## src/rtl/jk_pkg.sv

```systemverilog
// jk_pkg: shared FSM states, settle counter width and the per-bit JK excitation function.
package jk_pkg;
  localparam int CNT_W = 4;
  typedef enum logic [1:0] {IDLE, APPLY, SETTLE} state_t;
  // Returns {j,k} driving one flop from cur to nxt; dc fills the don't-care input.
  function automatic logic [1:0] jk_excite(input logic cur, input logic nxt, input logic dc);
    return cur ? {dc, ~nxt} : {nxt, dc};
  endfunction
endpackage

```

## src/rtl/jk_excite_driver_if.sv

```systemverilog
// jk_excite_driver_if: target word valid/ready handshake.
interface jk_excite_driver_if #(parameter int WIDTH = 4);
  logic valid;
  logic ready;
  logic [WIDTH-1:0] data;
  modport master(output valid, output data, input ready);
  modport slave(input valid, input data, output ready);
endinterface

```

## src/rtl/jk_target_skid.sv

```systemverilog
// jk_target_skid: 2-entry FIFO buffering targets so they can arrive back-to-back.
module jk_target_skid #(parameter int WIDTH = 4) (
  input  logic             clk,
  input  logic             rst,
  input  logic             push,
  input  logic             pop,
  input  logic [WIDTH-1:0] din,
  output logic [WIDTH-1:0] dout,
  output logic             full,
  output logic             empty
);
  logic [WIDTH-1:0] mem [2];
  logic wp, rp;
  logic [1:0] cnt;
  assign dout = mem[rp];
  assign full = cnt == 2'd2;
  assign empty = cnt == 2'd0;
  always_ff @(posedge clk) begin
    if (rst) begin
      wp <= 1'b0;
      rp <= 1'b0;
      cnt <= 2'd0;
    end else begin
      if (push) begin
        mem[wp] <= din;
        wp <= ~wp;
      end
      if (pop) rp <= ~rp;
      cnt <= cnt + 2'(push) - 2'(pop);
    end
  end
endmodule

```

## src/rtl/jk_excite_driver.sv

```systemverilog
// jk_excite_driver: drives a JK flop bank toward requested targets with one-cycle excitation pulses.
// Define JK_FEEDBACK_CHECK_EN to add the q_fb input and sticky err output.
module jk_excite_driver
  import jk_pkg::*;
#(
  parameter int               WIDTH         = 4,
  parameter int               SETTLE_CYCLES = 2,
  parameter bit               DC_MODE       = 1'b0,
  parameter logic [WIDTH-1:0] RESET_STATE   = '0
) (
  input  logic               clk,
  input  logic               rst,
  jk_excite_driver_if.slave  tgt,
  output logic [WIDTH-1:0]   j,
  output logic [WIDTH-1:0]   k,
  output logic [WIDTH-1:0]   q_model,
  output logic               done
`ifdef JK_FEEDBACK_CHECK_EN
  ,
  input  logic [WIDTH-1:0]   q_fb,
  output logic               err
`endif
);
  state_t state, state_n;
  logic [CNT_W-1:0] cnt;
  logic [WIDTH-1:0] head, j_n, k_n;
  logic push, pop, full, empty, ready_q, last;
  assign push = tgt.valid & ready_q;
  assign tgt.ready = ready_q;
  assign last = (state == SETTLE) && (cnt == '0);
  assign done = last;
  jk_target_skid #(.WIDTH(WIDTH)) u_skid (
    .clk, .rst, .push, .pop, .din(tgt.data), .dout(head), .full, .empty
  );
  always_comb begin
    pop = ~empty & ((state == IDLE) | last);
    state_n = pop ? APPLY : (state == APPLY) ? SETTLE : last ? IDLE : state;
  end
  always_comb begin
    j_n = '0;
    k_n = '0;
    for (int i = 0; i < WIDTH; i++) {j_n[i], k_n[i]} = jk_excite(q_model[i], head[i], DC_MODE);
  end
  // j/k are registered on entry to APPLY so they are nonzero for exactly that one cycle.
  always_ff @(posedge clk) begin
    if (rst) begin
      state <= IDLE;
      cnt <= '0;
      j <= '0;
      k <= '0;
      q_model <= RESET_STATE;
      ready_q <= 1'b0;
    end else begin
      state <= state_n;
      cnt <= (state == APPLY) ? CNT_W'(SETTLE_CYCLES - 1) : cnt - CNT_W'(state == SETTLE);
      j <= pop ? j_n : '0;
      k <= pop ? k_n : '0;
      if (pop) q_model <= head;
      ready_q <= ~(full ? ~pop : (~empty & push & ~pop));
    end
  end
`ifdef JK_FEEDBACK_CHECK_EN
  always_ff @(posedge clk) begin
    if (rst) err <= 1'b0;
    else err <= err | (last & (q_fb != q_model));
  end
`endif
endmodule

```

## src/flat_wrapper.sv

```systemverilog
// flat-port wrapper written by rule: the top's interface ports become plain ports
module jk_excite_driver_flat import jk_pkg::*;
#(
  parameter int               WIDTH         = 4,
  parameter int               SETTLE_CYCLES = 2,
  parameter bit               DC_MODE       = 1'b0,
  parameter logic [WIDTH-1:0] RESET_STATE   = '0
)
  (clk, rst, j, k, q_model, done, tgt_valid, tgt_data, tgt_ready);
  jk_excite_driver_if #(.WIDTH(WIDTH)) tgt_i ();
  input  logic clk;
  input  logic rst;
  output logic [WIDTH-1:0] j;
  output logic [WIDTH-1:0] k;
  output logic [WIDTH-1:0] q_model;
  output logic done;
  input wire logic [$bits(tgt_i.valid)-1:0] tgt_valid;
  input wire logic [$bits(tgt_i.data)-1:0] tgt_data;
  output wire logic [$bits(tgt_i.ready)-1:0] tgt_ready;
  assign tgt_i.valid = tgt_valid;
  assign tgt_i.data = tgt_data;
  assign tgt_ready = tgt_i.ready;
  jk_excite_driver #(.WIDTH(WIDTH), .SETTLE_CYCLES(SETTLE_CYCLES), .DC_MODE(DC_MODE), .RESET_STATE(RESET_STATE)) u_core (.clk(clk), .rst(rst), .tgt(tgt_i), .j(j), .k(k), .q_model(q_model), .done(done));
endmodule
```

## config.mk

```make
export PLATFORM = sky130hd
export DESIGN_NAME = jk_excite_driver_flat
export DESIGN_NICKNAME = d
export VERILOG_FILES = /design/src/rtl/jk_pkg.sv /design/src/rtl/jk_excite_driver_if.sv /design/src/rtl/jk_target_skid.sv /design/src/rtl/jk_excite_driver.sv /design/src/flat_wrapper.sv
export SDC_FILE = /design/constraint.sdc
export NUM_CORES = 1
export LEC_CHECK = 0
export BUFFER_PORTS_ARGS = -buffer_cell sky130_fd_sc_hd__clkbuf_2
export CAP_MARGIN = 25
export CORE_MARGIN = 2
export CORE_UTILIZATION = 57
export DETAILED_ROUTE_END_ITERATION = 6
export PLACE_DENSITY = 0.81
export RECOVER_POWER = 25
export SYNTH_ARGS = -nofsm -noshare
export SYNTH_HDL_FRONTEND = slang
export SYNTH_HIERARCHICAL = 1
export SYNTH_SLANG_ARGS = --single-unit
```

## constraint.sdc

```tcl
create_clock -name clk -period 4 [get_ports clk]
set_input_delay 0.6 -clock clk [delete_from_list [all_inputs] [get_ports clk]]
set_output_delay 0.6 -clock clk [all_outputs]
set_load 0.01 [all_outputs]
```

* Word level (Yosys, flattened, before mapping)
Memories as Yosys holds them, arrays and structs flattened. A register that Yosys moved wholly into a read port is not among the register bits. Cells that the tools add are included.
Storage, ports and cells: bits in registers 23, bits in writable memories 8, input port bits 7, output and inout port bits 14, logic and storage cells 68, memories kept 1
Operators by class: add/sub/neg operators 3, equal/unequal tests 3, multiplexer cells 10, bitwise gates (word level) 18, reductions and logical operators 16
Memories:
- u_core.u_skid.mem | depth 2, width 4, read ports 1, clocked after Yosys merged registers in 1, wr ports 1, RTL line jk_target_skid.sv:12 | logic [WIDTH-1:0] mem [2];
Operator list (count):
- OR reduction 3 bit | 8
- inverter 1 bit | 13
- two-way mux 1 bit | 8
- AND 1 bit | 4
- == test 2 bit (second input constant) | 2
- zero test 2 bit | 2
- zero test 4 bit | 1
- two-way mux 2 bit | 2
- OR reduction 2 bit | 2
- subtractor 4 x 1 -> 4 bit | 1
- nonzero test 3 bit | 1
- adder 2 x 1 -> 2 bit | 1
- == test 2 x 1 -> 1 bit (second input constant) | 1
- nonzero test 2 bit | 1
- subtractor 2 x 1 -> 2 bit | 1
- logical AND 1 bit | 1
- OR 1 bit | 1

* Logic depth before layout (Yosys ltp)
Gate-level depths: netlist of the first run.
depth in word-level cells 8, depth in mapped cells 8, gate-level depth less buffers 8

* Cells and area by module
The synthesis of the first run kept the hierarchy.
By module, submodules not included:
- jk_excite_driver | times used 1, cells an instance 67, area each 711.9 um2
- jk_target_skid | times used 1, cells an instance 33, area each 501.7 um2

* Worst setup path after synthesis of the first run
No wires, ideal clock.
path type register to register, start register u_core.cnt[1], end register u_core.u_skid.cnt[1], library setup time 0.064 ns, arrival time 2.031 ns, required time 3.936 ns, setup slack 1.905 ns, cell stages (with the launch flop) 9, buffers on the path 0, clock period less this slack 2.095 ns, path through dfxtp_1 or4_4 a211o_2 clkinv_1 ha_1 inv_1 ha_1 xnor3_1 nor2_1
On the way: word-level cells in the longest chain between the ends 5
Ends and longest elaborated chain:
- from (decl) | RTL line jk_excite_driver.sv:25 | logic [CNT_W-1:0] cnt;
- from (signal assigned) | RTL line jk_excite_driver.sv:55 | cnt <= (state == APPLY) ? CNT_W'(SETTLE_CYCLES - 1) : cnt - CNT_W'(state == SETTLE);
- zero test 4 bit | RTL line jk_excite_driver.sv:30 | assign last = (state == SETTLE) && (cnt == '0);
- logical AND 1 bit | RTL line jk_excite_driver.sv:30
- OR 1 bit | RTL line jk_excite_driver.sv:36 | pop = ~empty & ((state == IDLE) | last);
- AND 1 bit | RTL line jk_excite_driver.sv:36
- via u_core.pop | RTL line jk_excite_driver.sv:27 | logic push, pop, full, empty, ready_q, last;
- subtractor 2 x 1 -> 2 bit | RTL line jk_target_skid.sv:29 | cnt <= cnt + 2'(push) - 2'(pop);
- to (signal assigned) | RTL line jk_target_skid.sv:29
- to (decl) | RTL line jk_target_skid.sv:14 | logic [1:0] cnt;
The timed path passes the listed nets, and every way through them passes these cells. A chain may end at the register's enable or synchronous reset.

* Final worst setup path of the first run
Same ends and word-level chain as after synthesis.

==> results.txt, run 1 <==
----------------------------------------------------
[Synthesis]
  Synth cell types ... 23
  Most common library cells after synthesis ... 24 x sky130_fd_sc_hd__dfxtp_1, 10 x sky130_fd_sc_hd__nand2b_1, 10 x sky130_fd_sc_hd__nor3b_1, 9 x sky130_fd_sc_hd__nor2_1, 8 x sky130_fd_sc_hd__edfxtp_1
  Xor and xnor fraction of the mapped netlist area ... under 10%
  Largest area contributor in the synthesized netlist ... sky130_fd_sc_hd__dfxtp_1
  Share of synthesized cell area in and, or, nand and nor gates ... a little under a fifth
  Mean Syn Cell Area ... around 12 um2
  Portion of the post-synthesis area used by sequential elements ... 59.4%
  Most used standard cell by instance count after synthesis ... sky130_fd_sc_hd__dfxtp_1
  Prevailing post-synth register cell ... sky130_fd_sc_hd__dfxtp_1
  Synthesized flop and latch total ... 32
  Biggest area contributors in the synthesized netlist ... sky130_fd_sc_hd__dfxtp_1 40%, sky130_fd_sc_hd__edfxtp_1 20%, sky130_fd_sc_hd__nor3b_1 6.2%, sky130_fd_sc_hd__nand2b_1 5.2%, sky130_fd_sc_hd__ha_1 4.1%
  Cell count after synthesis ... 100
  Post-synthesis share of cell area spent on full adders, half adders and majority gates ... 4.12%
  Compound-cell area share of the yosys netlist ... under 10%
  Share of synthesized area spent on multiplexers ... under 10%
  Dominant combinational cell family by area after synthesis ... simple AND/OR/NAND/NOR gates
  Warnings from Yosys ... 6
  Asr flop ratio synth ... 0%
  Area of the mapped netlist ... approximately 1200 um2
  Synthesized net count ... 111
  Synth top area share ... approximately 40%
  EDFF count, synth ... 8

[Clock tree]
  # H-tree levels ... 2
  Root cell of the clock tree ... sky130_fd_sc_hd__clkbuf_4
  TritonCTS clock tree ... yes
  CTS clock-pin slew for the worst setup and hold paths ... approximately 0.1 ns
  Setup Buffers After CTS ... 0
  PostCTS Resize Cnt ... 0
  Number of buffers on the longest clock path ... 2
  Number of CTS-inserted buffers ... 5
  Clk_lat worst skew ... about 0.32 ns
  Num Clock Sinks ... 32
  Number of buffers inserted by hold repair at cts ... 0

[Floorplanning]
  Site row count ... 16
  CORE AREA ... slightly below 2000 um2
  Count of boundary I/O pins ... 21
  Chip Width ... 50.1 um
  Die H ... 50.1 um
  Die ar. ... between 2000 and 3000 um2
  Starting density of the core ... between 60% and 70%

[Timing]
  Post-route clock skew ... between 0.006 and 0.007 ns
  Setup TNS ... 0 ns
  Transition time of the tightest slew-check pin ... between 0.6 and 0.7 ns
  Final Max Slew Viols ... 0
  Fmax ... around 0.44 GHz
  Max-slew headroom at the worst pin ... a little under three fifths
  Hold_ws ... between 0.4 and 0.5 ns
  Final Setup Violations ... 0
  Final period utilization ... 57.4%
  Setup ws final ... ~1.7 ns
  Final Hold Vio Count ... 0
  Final critical path time including I/O delays and setup ... 2.29 ns
  Setup repair after global routing missed its margin ... no

[Power and ir drop]
  Net switching power figure ... roughly 280 uW
  Sw Ratio ... between 20% and 30%
  Worst voltage drop across the vdd grid ... roughly 470 uV
  Part of the power in combinational logic ... between 20 and 30%
  Relative contribution of the clock network to total power ... around a quarter
  P_leak ... 0.000580 uW
  Ratio of total power to cell area ... 665 nW/um2
  Register share of total power ... between 40% and 50%
  Internal power of the cells ... around 660 uW

[Worst setup path]
  Register-to-register path setup slack ... between 1.5 and 2 ns
  Cell mode on critical path ... sky130_fd_sc_hd__ha_1
  Crit path launch type ... flip-flop
  Setup CP Type ... flip-flop to flip-flop
  Max stage delay cell, worst path ... sky130_fd_sc_hd__or4_1
  Capturing element type of the critical path ... flip-flop
  WP data arrival ... ~2.6 ns
  R2R cell count ... 8
  CP required ... approximately 4.3 ns
  FF-to-FF Start ... u_core/cnt[1]$_SDFF_PP0_
  Crit path largest cell delay ... 0.59 ns
  Crit Reg-Reg Endpoint ... u_core/u_skid/cnt[1]$_SDFF_PP0_
  Critical Path, Cell by Cell ... or4_1 > a211o_2 > clkinv_1 > ha_1 > inv_1 > ha_1 > xnor3_1 > nor2_1
  Top fanout value on the critical path ... 6

[Cells and area]
  Final non-filler cell area ... approximately 1400 um2
  Final #Nets ... roughly 140
  Core Util, Final ... between 70% and 80%
  Antenna Diode Count ... 0
  Layout Area Growth over Synthesis ... 16.7%
  Layout cell share with drive strength beyond 1 ... about a quarter

[Drt]
  Number of design-rule violations left by the first detailed-router iteration ... 3
  Detailed-routing iteration count for the pre-antenna-repair pass ... 4
  DRC violations left ... 0
  Vias per inst ... between 5 and 6
  Number of routed nets with antenna violations ... 0
  Total Routed Length ... 1870 um
  Total via count after detailed routing ... 781
  DR WL/cell ... between 10 and 15 um

[Job]
  Maximum capacitance violations ... 0

[Place]
  RD Place Congestion ... 0.759
  Half-perimeter wire length after placement ... about 1400 um
  Pre-CTS setup slack ... 1.76 ns
  Number of I/O port buffers ... 20
  Placed Instance Area ... 1340 um2

[GRT]
  Remaining global-route overflow ... 0
  Overall routing resource usage ... about 16%
  Maximum number of pins on one net before global-route repair ... 22
  Global-route wire length before repair ... 2840 um
  Via count of the first global-routing pass ... 692
  Number of antenna violations at the first check in global routing ... 0

[Hold path]
  Cell depth of the worst hold path ... 1
  Endpoint of the worst hold-timing path ... u_core/u_skid/mem[0][1]$_DFFE_PP_
  Hold WC Path Type ... input pin to flip-flop
  Worst hold start ... tgt_data[1]

[Outcome]
  Status ... finished clean

----------------------------------------------------
-- power groups by stage --
stage / combinational (uW) / sequential [uW] / clock [uW]
floorplan: 195 / 449 / 0
global placement: 261 / 442 / 0
detailed placement: 275 / 445 / 0
CTS: 277 / 438 / 243
global route: 300 / 445 / 260
finish: 267 / 437 / 238
-- per-layer routing --
layer  GRT usage, %  up-vias  routed length (um)  part of all wire, %
met3           6.85        2                 114                  6.1
met2           25.4       23                 906                   49
met4           6.94        0                  16                 0.86
li1               -      396                   -                    -
met1           18.9      360                 829                   44
met5              0        -                   0                    0
-- cells in the final DEF (no fill, tap or decap), drive strengths merged --
cell,count
a2111o,1
a211o,1
a21o,1
a21oi,4
and2,1
and2b,1
bufinv,1
clkbuf,25
clkinv,2
clkinvlp,1
dfxtp,24
edfxtp,8
ha,4
inv,5
mux2,4
mux2i,4
nand2,1
nand2b,10
nor2,9
nor2b,3
nor3,1
nor3b,10
or4,1
xnor2,4
xnor3,1
-- stage by stage --
stage | std cells | total power (uW)
floorplan | 100 | 645
global placement | 146 | 704
detailed placement | 146 | 720
CTS | 154 | 958
global route | 154 | 1000
finish | 154 | 942
-- worst max-delay path by stage --
stage	slack, ns	from	cells after the start	endpoint
3_3_place_gp	1.83	u_core/cnt[1]$_SDFF_PP0_	8	u_core/u_skid/cnt[1]$_SDFF_PP0_
6_report	1.71	u_core/cnt[1]$_SDFF_PP0_	8	u_core/u_skid/cnt[1]$_SDFF_PP0_
4_1_cts	1.73	u_core/cnt[1]$_SDFF_PP0_	8	u_core/u_skid/cnt[1]$_SDFF_PP0_
3_5_place_dp	1.76	u_core/cnt[1]$_SDFF_PP0_	8	u_core/u_skid/cnt[1]$_SDFF_PP0_
5_1_grt	1.56	u_core/cnt[1]$_SDFF_PP0_	8	u_core/u_skid/cnt[1]$_SDFF_PP0_
2_1_floorplan	1.90	u_core/cnt[1]$_SDFF_PP0_	8	u_core/u_skid/cnt[1]$_SDFF_PP0_
-- cell type report --
cell class / count / area (um2)
Fill cell: 154 / 566
Inverter: 6 / 22.5
Timing Repair Buffer: 20 / 96.3
Clock inverter: 3 / 42.5
Sequential cell: 32 / 721
Tap cell: 27 / 33.8
Clock buffer: 5 / 37.5
Multi-Input combinational cell: 61 / 463
-- critical path: cells and delay by family (launching register included) --
kind | cells | cell delay (ns)
and+or+nand+nor | 2 | 0.67
adders and majority gates | 2 | 0.40
DFF | 1 | 0.34
xor gates and xnor gates | 1 | 0.22
AOI/OAI and AO/OA | 1 | 0.39
buffers and inverters | 2 | 0.22
-- cells by family after synthesis --
| family | after synthesis |
|---|---|
| compound gates | 7 |
| simple gates | 37 |
| fa+ha+maj | 4 |
| mux | 8 |
| xor+xnor | 5 |
| flops | 32 |
| buf+inv | 7 |
-- state kept, by name, summed over array words and instances (netlist names), named ones only --
name               count
u_core/u_skid/rp       1
u_core/q_model         4
u_core/state           2
u_core/tgt.ready       1
u_core/k               4
u_core/u_skid/wp       1
u_core/j               4
u_core/cnt             4
u_core/u_skid/mem      8
u_core/u_skid/cnt      2
No activity file was read; power rests on OpenSTA's default activity.
==> run 2: changes to the inputs <==
CORE_UTILIZATION = 48   (was 57)
PLACE_DENSITY = 0.73   (was 0.81)
clock period = 2.09 ns   (was 4 ns; I/O delays follow)
==> run 2 against run 1 <==
Compared with the run above:
- setup slack worse by 1.6 ns
- non-clock buffer count rose by 4
- sequential power increased by 93%
- largest cell class unchanged
- cell area increased by 3.4%
- register-to-register slack worse by 1.6 ns
- routed wire length is 9.4% higher
- critical endpoint unchanged
- clock skew grew 0.0017 ns
- clock-buffer cell count rose by 3
- sequential cell count did not move
- final cell count grew 4.5%
- first-iteration DRC count rose to 5.0 times the previous value
- global-route usage is 0.32 points higher
==> results.txt, run 2 (synthesized netlist as in run 1, its figures left out) <==
----------------------------------------------------
[Cells and area]
  Layout Area Growth over Synthesis ... 20.7%
  Layout cell share with drive strength beyond 1 ... a little over a quarter
  Commonest non-fill, non-tap cells in the layout ... 22 x sky130_fd_sc_hd__dfxtp_1, 13 x sky130_fd_sc_hd__clkbuf_2, 10 x sky130_fd_sc_hd__nand2b_1, 10 x sky130_fd_sc_hd__nor3b_1, 9 x sky130_fd_sc_hd__nor2_1
  Final #Nets ... between 100 and 150
  Flip-flop and latch area ... between 700 and 800 um2
  Largest register by flop count ... u_core/u_skid/mem
  Fillers ... between 200 and 250
  Antenna Diode Count ... 0
  Commonest non-fill, non-tap cell in the layout ... sky130_fd_sc_hd__dfxtp_1
  Largest register FFs ... 8
  Multi-input gate area in the final layout ... ~490 um2

[Hold path]
  Hold WC Path Type ... input pin to flip-flop

[GRT]
  Remaining global-route overflow ... 0
  Via count of the first global-routing pass ... 710
  Global-route wire length before repair ... about 3200 um
  Overall routing resource usage ... roughly 16%
  Number of antenna violations at the first check in global routing ... 0
  Maximum number of pins on one net before global-route repair ... 22

[Drt]
  Number of design-rule violations left by the first detailed-router iteration ... 15
  DR WL/cell ... approximately 13 um
  Number of routed nets with antenna violations ... 0
  Total via count after detailed routing ... about 780
  Detailed-routing iteration count for the pre-antenna-repair pass ... 4
  DRC violations left ... 0
  Vias per inst ... about 4.8
  Total Routed Length ... ~2000 um

[Worst setup path]
  Top fanout value on the critical path ... 4
  Setup CP Type ... flip-flop to flip-flop
  CP required ... ~2.4 ns
  Crit path launch type ... flip-flop
  WP data arrival ... ~2.3 ns
  Capturing element type of the critical path ... flip-flop

[Place]
  RD Place Congestion ... around 0.7
  Half-perimeter wire length after placement ... between 1000 and 1500 um
  Number of I/O port buffers ... 20

[Clock tree]
  Clk_lat worst skew ... approximately 0.33 ns
  Number of CTS-inserted buffers ... 5
  TritonCTS clock tree ... yes
  CTS clock-pin slew for the worst setup and hold paths ... about 0.090 ns
  Num Clock Sinks ... 32
  Number of buffers on the longest clock path ... 2
  Root cell of the clock tree ... sky130_fd_sc_hd__clkbuf_4
  # H-tree levels ... 2

[Timing]
  Post-route clock skew ... a little over 0.008 ns
  Fmax ... 0.495 GHz
  Final period utilization ... a little over nine tenths
  Final Setup Violations ... 0
  Final critical path time including I/O delays and setup ... slightly above 2 ns
  Final Max Slew Viols ... 0
  Transition time of the tightest slew-check pin ... between 0.6 and 0.7 ns
  Hold_ws ... approximately 0.17 ns
  Final Hold Vio Count ... 0
  Max-slew headroom at the worst pin ... about three fifths

[Job]
  Maximum capacitance violations ... 0

[Floorplanning]
  CORE AREA ... between 2000 and 2500 um2
  Die ar. ... 2950 um2
  Count of boundary I/O pins ... 21
  Site row count ... 18
  Starting density of the core ... between 40% and 50%
  Die H ... between 50 and 60 um
  Chip Width ... 54.3 um

[Power and ir drop]
  Relative contribution of the clock network to total power ... between 20% and 30%
  Sw Ratio ... between 30% and 40%
  Register share of total power ... around 45%
  P_leak ... approximately 0.00059 uW
  Internal power of the cells ... ~1300 uW
  Net switching power figure ... roughly 570 uW
  Part of the power in combinational logic ... 33.8%
  Ratio of total power to cell area ... approximately 1300 nW/um2
  Total power after layout ... ~1900 uW
  Worst voltage drop across the vdd grid ... 817 uV

[Outcome]
  Status ... finished clean

----------------------------------------------------
-- run 2: changes by cell type in the layout (fill, tap and decap cells not counted), sizes merged --
cell | previous run | this run
buf | 0 | 4
inv | 5 | 6
clkinv | 2 | 0
clkinvlp | 1 | 0
bufinv | 1 | 0
clkbuf | 25 | 28
-- run 2: repair_timing --
| action | CTS | global route |
|---|---|---|
| setup buffers | 0 | 3 |
| hold buffers | 0 | 0 |
| endpoints found under the setup margin | 0 | 2 |
| resized for setup | 0 | 6 |
-- run 2: through the flow --
stage	instance area (um2)	cells	TNS, ns	util (%)	setup WS, ns
floorplan	1210	100	0	-	0.0389
global placement	1360	150	0	55.8	0.0764
detailed placement	1360	150	0	55.8	0.0245
CTS	1430	158	0	58.6	0.00804
global route	1470	161	-0.00966	60.2	-0.00966
finish	1470	161	0	60.2	0.0679
-- run 2: worst max-delay path: stages, from the launching register on --
cell and delay, ns:
sky130_fd_sc_hd__dfxtp_2 0.34, sky130_fd_sc_hd__or4_4 0.53, sky130_fd_sc_hd__a211o_4 0.36, sky130_fd_sc_hd__inv_4 0.07, sky130_fd_sc_hd__ha_4 0.18, sky130_fd_sc_hd__inv_1 0.05, sky130_fd_sc_hd__ha_2 0.16, sky130_fd_sc_hd__xnor3_1 0.19
sky130_fd_sc_hd__nor2_1 0.08
-- run 2: final timing paths --
kind                                        from                           endpoint  slack [ns]  cells past startpoint
setup / recovery        u_core/cnt[2]$_SDFF_PP0_    u_core/u_skid/cnt[1]$_SDFF_PP0_        0.07                      8
hold / removal                       tgt_data[2]  u_core/u_skid/mem[0][2]$_DFFE_PP_        0.17                      1
setup reg to reg        u_core/cnt[2]$_SDFF_PP0_    u_core/u_skid/cnt[1]$_SDFF_PP0_        0.07                      8
hold reg to reg   u_core/q_model[2]$_SDFFE_PP0P_             u_core/j[2]$_SDFF_PP0_        0.48                      1
-- run 2: per-layer routing --
layer,routed length (um),up-vias,global-route usage (%)
met5,0,-,0
met4,40,0,12.1
met3,106,5,6.28
met2,1020,20,25.5
met1,875,351,18.0
li1,-,401,-
-- run 2: power by group through the flow --
stage | clock (uW) | sequential, uW | combinational (uW)
floorplan | 0 | 859 | 377
finish | 394 | 844 | 631
CTS | 410 | 838 | 546
global placement | 0 | 843 | 523
detailed placement | 0 | 852 | 543
global route | 430 | 864 | 704
-- run 2: final cells by class --
cell class,instances,area share (%)
Sequential cell,32,49.4
Multi-Input combinational cell,61,33.4
Timing Repair Buffer,24,8.28
Clock buffer,8,4.70
Tap cell,30,2.56
Inverter,6,1.71
==> run 3: changes to the inputs <==
CORE_UTILIZATION = 57   (was 48)
PLACE_DENSITY = 0.81   (was 0.73)
SLEW_MARGIN = 0   (was unset)
clock period = 2.4 ns   (was 2.09 ns; I/O delays follow)
==> run 3 against run 2 <==
Compared with the run above:
- sequential share of layout area rose by 1.3 points
- cell area is 3.0% lower
- hold slack improved by 0.041 ns
- non-clock buffer count decreased by 3
- combinational power shrank 25%
- critical path depth did not move
- clock skew is 0.00068 ns lower
- clock-buffer cell count is 3 lower
- sequential power fell by 14%
- largest power group unchanged
- highest routed layer unchanged
==> results.txt, run 3 (synthesized netlist as in run 1, its figures left out) <==
----------------------------------------------------
[Outcome]
  Status ... finished clean

[Cells and area]
  Final #Nets ... between 100 and 150
  Commonest non-fill, non-tap cells in the layout ... 24 x sky130_fd_sc_hd__dfxtp_1, 16 x sky130_fd_sc_hd__clkbuf_2, 10 x sky130_fd_sc_hd__nand2b_1, 10 x sky130_fd_sc_hd__nor3b_1, 9 x sky130_fd_sc_hd__nor2_1
  Commonest non-fill, non-tap cell in the layout ... sky130_fd_sc_hd__dfxtp_1
  Largest register FFs ... 8
  Largest register by flop count ... u_core/u_skid/mem
  Layout cell share with drive strength beyond 1 ... a little under a quarter
  Post-layout instance count excluding filler cells ... between 150 and 200
  Core Util, Final ... a little under three quarters
  Layout Area Growth over Synthesis ... 17.1%
  Antenna Diode Count ... 0
  Final non-filler cell area ... 1420 um2
  Fillers ... about 150

[Power and ir drop]
  P_leak ... slightly below 0.0006 uW
  Worst voltage drop across the vdd grid ... between 700 and 800 uV
  Ratio of total power to cell area ... around 1100 nW/um2
  Total power after layout ... 1590 uW

[Timing]
  Max-slew headroom at the worst pin ... 55.6%
  Final critical path time including I/O delays and setup ... 2.09 ns
  Setup TNS ... 0 ns
  Transition time of the tightest slew-check pin ... approximately 0.66 ns
  Post-route clock skew ... 0.00746 ns
  Final period utilization ... slightly below 90%
  Final Max Slew Viols ... 0
  Final Setup Violations ... 0
  Final Hold Vio Count ... 0
  Fmax ... 0.479 GHz
  Setup repair after global routing missed its margin ... no

[Clock tree]
  Root cell of the clock tree ... sky130_fd_sc_hd__clkbuf_4
  PostCTS Resize Cnt ... 0
  Number of CTS-inserted buffers ... 5
  TritonCTS clock tree ... yes
  Number of buffers inserted by hold repair at cts ... 0
  Num Clock Sinks ... 32
  Clk_lat worst skew ... 0.33 ns
  # H-tree levels ... 2
  CTS clock-pin slew for the worst setup and hold paths ... 0.10 ns
  Number of buffers on the longest clock path ... 2
  Setup Buffers After CTS ... 0

[Floorplanning]
  CORE AREA ... about 2000 um2
  Starting density of the core ... 61.2%
  Count of boundary I/O pins ... 21
  Chip Width ... approximately 50 um
  Die H ... roughly 50 um
  Die ar. ... around 2500 um2
  Site row count ... 16

[Place]
  Placed Instance Area ... roughly 1400 um2
  Number of I/O port buffers ... 20
  Inst Count DP ... ~150
  RD Place Congestion ... ~0.77
  Half-perimeter wire length after placement ... between 1000 and 1500 um

[Drt]
  Detailed-routing iteration count for the pre-antenna-repair pass ... 2
  Number of design-rule violations left by the first detailed-router iteration ... 13
  Vias per inst ... roughly 5.0
  DR WL/cell ... 12.7 um
  Number of routed nets with antenna violations ... 0
  Total via count after detailed routing ... slightly below 800
  DRC violations left ... 0
  Total Routed Length ... 1980 um

[GRT]
  Maximum number of pins on one net before global-route repair ... 22
  Via count of the first global-routing pass ... 757
  Global-route wire length before repair ... roughly 3300 um
  Met1 track utilization from global routing ... between 20% and 30%
  Number of antenna violations at the first check in global routing ... 0
  Layer carrying the most global-route usage ... met2
  Overall routing resource usage ... between 10% and 20%
  M3 GR Usage ... 9.82%
  Met2 Use GR ... between 30% and 40%
  Remaining global-route overflow ... 0

[Job]
  Maximum capacitance violations ... 0

[Worst setup path]
  WP data arrival ... approximately 2.4 ns
  Crit path launch type ... flip-flop
  Top fanout value on the critical path ... 4
  Setup CP Type ... flip-flop to flip-flop
  Capturing element type of the critical path ... flip-flop
  CP required ... between 2 and 3 ns

[Hold path]
  Hold WC Path Type ... input pin to flip-flop

----------------------------------------------------
-- run 3: routing by layer --
metal  vias to the layer above  routed length [um]
met3                         5                 110
met2                        19                 973
met5                         -                   0
li1                        397                   -
met1                       360                 856
met4                         0                  34
-- run 3: final timing paths --
kind,start,end,slack [ns],cells past startpoint
hold reg to reg,u_core/q_model[1]$_SDFFE_PP0P_,u_core/j[1]$_SDFF_PP0_,0.47,1
hold / removal,tgt_data[3],u_core/u_skid/mem[0][3]$_DFFE_PP_,0.21,1
setup reg to reg,u_core/cnt[1]$_SDFF_PP0_,u_core/u_skid/cnt[1]$_SDFF_PP0_,0.31,8
setup / recovery,u_core/cnt[1]$_SDFF_PP0_,u_core/u_skid/cnt[1]$_SDFF_PP0_,0.31,8
-- run 3: worst max-delay path, cell delays in order, from the launching register on --
cell                       delay [ns]
sky130_fd_sc_hd__dfxtp_1         0.34
sky130_fd_sc_hd__or4_4           0.55
sky130_fd_sc_hd__a211o_2         0.37
sky130_fd_sc_hd__clkinv_1        0.07
sky130_fd_sc_hd__ha_1            0.21
sky130_fd_sc_hd__inv_1           0.05
sky130_fd_sc_hd__ha_1            0.14
sky130_fd_sc_hd__xnor3_1         0.21
sky130_fd_sc_hd__nor2_1          0.08
-- run 3: layout make-up --
| type | instances | area, um2 | share of cell area (%) |
|---|---|---|---|
| Sequential cell | 32 | 721 | 50.7 |
| Clock inverter | 3 | 37.5 | 2.64 |
| Timing Repair Buffer | 21 | 103 | 7.22 |
| Inverter | 6 | 22.5 | 1.58 |
| Tap cell | 27 | 33.8 | 2.38 |
| Multi-Input combinational cell | 61 | 467 | 32.8 |
| Clock buffer | 5 | 37.5 | 2.64 |
-- run 3: metrics by stage --
step,hold slack [ns],setup WS (ns)
2_1_floorplan,0.432,0.305
3_3_place_gp,0.448,0.389
3_5_place_dp,0.459,0.340
4_1_cts,0.202,0.312
5_1_grt,0.190,0.209
6_report,0.213,0.313
-- run 3: report_power, final --
| group | internal [uW] | switching, uW | total [uW] |
|---|---|---|---|
| clock | 213 | 173 | 385 |
| sequential | 655 | 74.7 | 730 |
| combinational | 247 | 224 | 472 |
| total | 1120 | 471 | 1590 |
